==> src/rtl/note_input_capture.sv <==
// rtl/note_input_capture.sv - debounced single-key note capture with held-key echo and multi-press flag
// Optional idle timeout strobe: define NOTE_TIMEOUT_EN.
module note_input_capture #(
    parameter int DEBOUNCE_CYCLES = 500000,
    parameter int CNT_W           = 20,
    parameter int TIMEOUT_CYCLES  = 250000000
) (
    input  logic       clk,
    input  logic       reset,
    input  logic       enable,
    input  logic [3:0] key_n,
    output logic       note_valid,
    output logic [3:0] note_code,
    output logic [3:0] note_echo,
    output logic       multi_press,
`ifdef NOTE_TIMEOUT_EN
    output logic       timeout,
`endif
    output logic       busy
);

    typedef enum logic [1:0] {
        IDLE         = 2'd0,
        PRESS_WAIT   = 2'd1,
        HELD         = 2'd2,
        RELEASE_WAIT = 2'd3
    } state_t;

    localparam logic [CNT_W-1:0] DB_LAST = CNT_W'(DEBOUNCE_CYCLES - 1);
    localparam logic [CNT_W-1:0] CNT_ONE = CNT_W'(1);

    logic [3:0]       sync1;
    logic [3:0]       sync2;
    logic [3:0]       pressed;
    state_t           state;
    state_t           nxt_state;
    logic [CNT_W-1:0] cnt;
    logic [CNT_W-1:0] nxt_cnt;
    logic [3:0]       cand;
    logic [3:0]       nxt_cand;
    logic             fire_note;
    logic             fire_multi;
    logic             cand_onehot;

    always_ff @(posedge clk or posedge reset) begin
        if (reset) begin
            sync1 <= 4'b1111;
            sync2 <= 4'b1111;
        end else begin
            sync1 <= key_n;
            sync2 <= sync1;
        end
    end

    assign pressed     = ~sync2;
    assign cand_onehot = (cand != 4'b0000) && ((cand & (cand - 4'd1)) == 4'b0000);

    always_ff @(posedge clk or posedge reset) begin
        if (reset) begin
            state <= IDLE;
            cnt   <= '0;
            cand  <= 4'b0000;
        end else begin
            state <= nxt_state;
            cnt   <= nxt_cnt;
            cand  <= nxt_cand;
        end
    end

    always_comb begin
        nxt_state  = state;
        nxt_cnt    = cnt;
        nxt_cand   = cand;
        fire_note  = 1'b0;
        fire_multi = 1'b0;
        case (state)
            IDLE: begin
                if (pressed != 4'b0000) begin
                    nxt_cnt = '0;
                    if (enable) begin
                        nxt_cand  = pressed;
                        nxt_state = PRESS_WAIT;
                    end else begin
                        // Swallow presses outside the response phase until a full release
                        nxt_cand  = 4'b0000;
                        nxt_state = HELD;
                    end
                end
            end
            PRESS_WAIT: begin
                if ((pressed != cand) || !enable) begin
                    nxt_cnt   = '0;
                    nxt_state = IDLE;
                end else if (cnt == DB_LAST) begin
                    nxt_cnt   = '0;
                    nxt_state = HELD;
                    if (cand_onehot) begin
                        fire_note = 1'b1;
                    end else begin
                        fire_multi = 1'b1;
                        nxt_cand   = 4'b0000;
                    end
                end else begin
                    nxt_cnt = cnt + CNT_ONE;
                end
            end
            HELD: begin
                if (pressed == 4'b0000) begin
                    nxt_cnt   = '0;
                    nxt_state = RELEASE_WAIT;
                end
            end
            RELEASE_WAIT: begin
                if (pressed != 4'b0000) begin
                    nxt_cnt   = '0;
                    nxt_state = HELD;
                end else if (cnt == DB_LAST) begin
                    nxt_cnt   = '0;
                    nxt_state = IDLE;
                end else begin
                    nxt_cnt = cnt + CNT_ONE;
                end
            end
            default: begin
                nxt_cnt   = '0;
                nxt_cand  = 4'b0000;
                nxt_state = IDLE;
            end
        endcase
    end

    // Outputs are registered from the next-state values so they align with the state they describe
    always_ff @(posedge clk or posedge reset) begin
        if (reset) begin
            note_valid  <= 1'b0;
            multi_press <= 1'b0;
            note_code   <= 4'b0000;
            note_echo   <= 4'b0000;
            busy        <= 1'b0;
        end else begin
            note_valid  <= fire_note;
            multi_press <= fire_multi;
            if (fire_note) begin
                note_code <= cand;
            end
            note_echo <= (nxt_state == HELD) ? nxt_cand : 4'b0000;
            busy      <= (nxt_state != IDLE);
        end
    end

`ifdef NOTE_TIMEOUT_EN
    localparam logic [CNT_W-1:0] TO_LAST = CNT_W'(TIMEOUT_CYCLES - 1);

    logic [CNT_W-1:0] idle_cnt;

    always_ff @(posedge clk or posedge reset) begin
        if (reset) begin
            idle_cnt <= '0;
            timeout  <= 1'b0;
        end else begin
            timeout <= 1'b0;
            if (enable && (state == IDLE) && (pressed == 4'b0000)) begin
                if (idle_cnt == TO_LAST) begin
                    idle_cnt <= '0;
                    timeout  <= 1'b1;
                end else begin
                    idle_cnt <= idle_cnt + CNT_ONE;
                end
            end else begin
                idle_cnt <= '0;
            end
        end
    end
`endif

endmodule

==> config.mk <==
export PLATFORM = sky130hd
export DESIGN_NAME = note_input_capture
export DESIGN_NICKNAME = d
export VERILOG_FILES = /design/src/rtl/note_input_capture.sv
export SDC_FILE = /design/constraint.sdc
export NUM_CORES = 1
export LEC_CHECK = 0
export ABC_AREA = 1
export CAP_MARGIN = 20
export CORE_ASPECT_RATIO = 1.2
export CORE_MARGIN = 2
export CORE_UTILIZATION = 40
export CTS_CLUSTER_SIZE = 40
export DETAILED_ROUTE_END_ITERATION = 10
export GPL_ROUTABILITY_DRIVEN = 0
export HOLD_SLACK_MARGIN = 0.08
export PLACE_DENSITY_LB_ADDON = 0.05
export RECOVER_POWER = 50
export SYNTH_ARGS = -nofsm -noshare
export SYNTH_HDL_FRONTEND = slang
export SYNTH_SLANG_ARGS = --single-unit
export TNS_END_PERCENT = 20
==> constraint.sdc <==
create_clock -name clk -period 1.86 [get_ports clk]
set_clock_uncertainty 0.1 [all_clocks]
set_input_delay 0.372 -clock clk [delete_from_list [all_inputs] [get_ports clk]]
set_output_delay 0.372 -clock clk [all_outputs]
set_load 0.05 [all_outputs]
==> qor.csv <==
metric,value,unit
end_kind,flop,
min_period_over_period,0.946,
synth_top_area_share,0.364,
num_rows,31,
setup_viol,0,
drc_errors,0,
initial_utilization,0.418,
ys_types,31,
synth_most_common_cell,nand2_1,
cts_tree,done,
dp.cells,480,
crit_required,1990,ps
cp.depth,9,
dpl.hpwl,4680,µm
p_leak,1.44,nW
hold_viol_final,0,
numCtsBuffers,5,
cp_slowest_stage_delay,580,ps
worst-path-buf-inv,3,
final_area,3090,µm²
cap_viol_max_count,0,
grt_max_degree,46,
grt_pass1_vias,2284,
crit_fanout,16,
firstDrtPassIters,4,
htree_levels,2,
powerDensity,568,nW/µm²
fmax,0.568,GHz
crit_end,cnt[6],
cpLargestDelayFamily,flip-flops,
postRouteAntennaNets,0,
synth_common_cells,"103 x nand2_1, 63 x nor2_1, 45 x inv_1, 37 x dfrtp_1, 28 x nand3_1",
rsz0062_at_grt,yes,
path_cells,nand2_1 > nor2_4 > buf_6 > o21ai_4 > buf_12 > inv_4 > nor2_2 > xor2_1 > nor2_1,
layout_min_cycle_time,1760,ps
diodes,0,
ys_top_cells_by_area,"dfrtp_1 36%, nand2_1 15%, nor2_1 9.3%, dfstp_2 8.3%, inv_1 6.6%",
io_pins,18,
hold_buffers,0,
path_clk_slew,80,ps
r2r_slack,100,ps
status,"complete, no violations",
drtIter0Drc,81,
root_buffer,clkbuf_8,
cts_max_path_buffers,2,
ys.flop_type,dfrtp_1,
cts.sinks,45,
crit_path_start_kind,flop,
setup_tns,0,ps
synth-edff-count,0,
via_per_inst,4.80,
ys_warn_count,0,
synth-async-reset-ratio,1.00,
yosysSeqAreaShare,0.446,
cp-startpoint,sync2[2],
critPathArrivalTime,1890,ps
r2r_cells,9,
layout.nets,413,
route.final.wire_length,6020,µm
postPlaceCellArea,2990,µm²
tightest_slew,1090,ps
yosysTopAreaCell,dfrtp_1,
track_usage,0.186,
core,6090,µm²
num_vias,2340,
postCtsSetupRepairBufs,0,
slew_headroom,0.275,
dieArea,7020,µm²
finalMaxSlewViolations,0,
clk_latency,300,ps
fill_cells,656,
die_x,76.8,µm
syn-num-nets,368,
grt_pass1_wl,10400,µm
syn_area,2550,µm²
grt_antenna_before_repair,0,
r2r-end,cnt[6],
post_drt_wl_per_cell,12.3,µm
crit_slowest_cell,dfstp_2,
vdd_ir_drop_max,382,µV
area_delta_synth_final,21.2,%
min_path_type,flop to flop,
r2r-start,sync2[2],
layout.cells.non_filler,488,
synth_cells,360,
die_h,91.4,µm
syn_avg_cell_area,7.07,µm²
io_buffer_count,17,
grt_overflow,0,
drive_above_1_share,0.177,
ys_seq_elements,45,
crit_type,flop to flop,
[layer usage]
layer	wire length (µm)	share of wire	track usage
met2	3150	0.52	0.350
met3	127	0.021	0.0288
met1	2610	0.43	0.208
met5	0	0	0
met4	129	0.021	0.0667
[per-stage QoR]
stage	utilization	worst slack, ps	hold slack (ps)	total power [mW]
global placement	0.491	-0.210	246	1.18
global route	0.507	-15.6	265	1.83
floorplan	-	139	245	1.11
finish	0.507	101	258	1.75
CTS	0.505	74.4	260	1.79
detailed placement	0.491	-33.8	247	1.18
[final cells by class]
type / count / area, µm² / share of cell area
Clock buffer: 7 / 76.3 / 0.0247
Clock inverter: 1 / 7.51 / 0.00243
Inverter: 49 / 186 / 0.0604
Multi-Input combinational cell: 259 / 1200 / 0.388
Sequential cell: 45 / 1140 / 0.368
Tap cell: 82 / 103 / 0.0333
Timing Repair Buffer: 45 / 379 / 0.123
[worst min-delay path by stage]
stage                     depth (start not counted)  slack, ps       end  startpoint
after floorplan                                   0        250  sync2[0]    sync1[0]
after global placement                            0        250  sync2[3]    sync1[3]
after detailed placement                          0        250  sync2[0]    sync1[0]
after CTS                                         0        260  sync2[2]    sync1[2]
after global routing                              0        260  sync2[1]    sync1[1]
final                                             0        260  sync2[2]    sync1[2]
[layout by cell type (no fill, tap or decap), drive strengths merged, types with 2 or more instances in the layout]
cell | synthesis | routed
nand2 | 106 | 106
nor2 | 67 | 67
inv | 48 | 47
buf | 5 | 38
dfrtp | 37 | 37
nand3 | 28 | 28
o21ai | 19 | 19
nand4 | 12 | 12
dfstp | 8 | 8
clkbuf | 2 | 8
xor2 | 6 | 6
a21oi | 6 | 6
nor3 | 5 | 5
o22ai | 4 | 4
dlygate4sd3 | 0 | 4
clkinv | 1 | 2
clkdlybuf4s50 | 0 | 2
[kinds of logic (layout without fill, tap and decap cells)]
group | count (synthesis) | count (layout) | synth area share
simple gates | 221 | 221 | 0.366
buf+inv | 56 | 102 | 0.0924
flops | 45 | 45 | 0.446
compound gates | 30 | 30 | 0.0663
xor+xnor | 7 | 7 | 0.0241
fa+ha+maj | 1 | 1 | 0.00491
[state kept, by name (all words and copies together), names as in the netlist]
name         count
note_echo        4
sync2            4
state            2
cnt             20
sync1            4
note_valid       1
multi_press      1
cand             4
busy             1
note_code        4
[timing repair]
item,in CTS,in global routing
gates resized for setup,0,10
setup endpoints to repair,0,29
hold endpoints to repair,0,0
[power breakdown]
group	total (mW)	switching (mW)	internal [mW]
registers	1.02	0.0165	1.00
logic	0.138	0.0848	0.0528
clock network	0.598	0.332	0.266
total	1.75	0.433	1.32
Power figures use the tool's default switching activity.
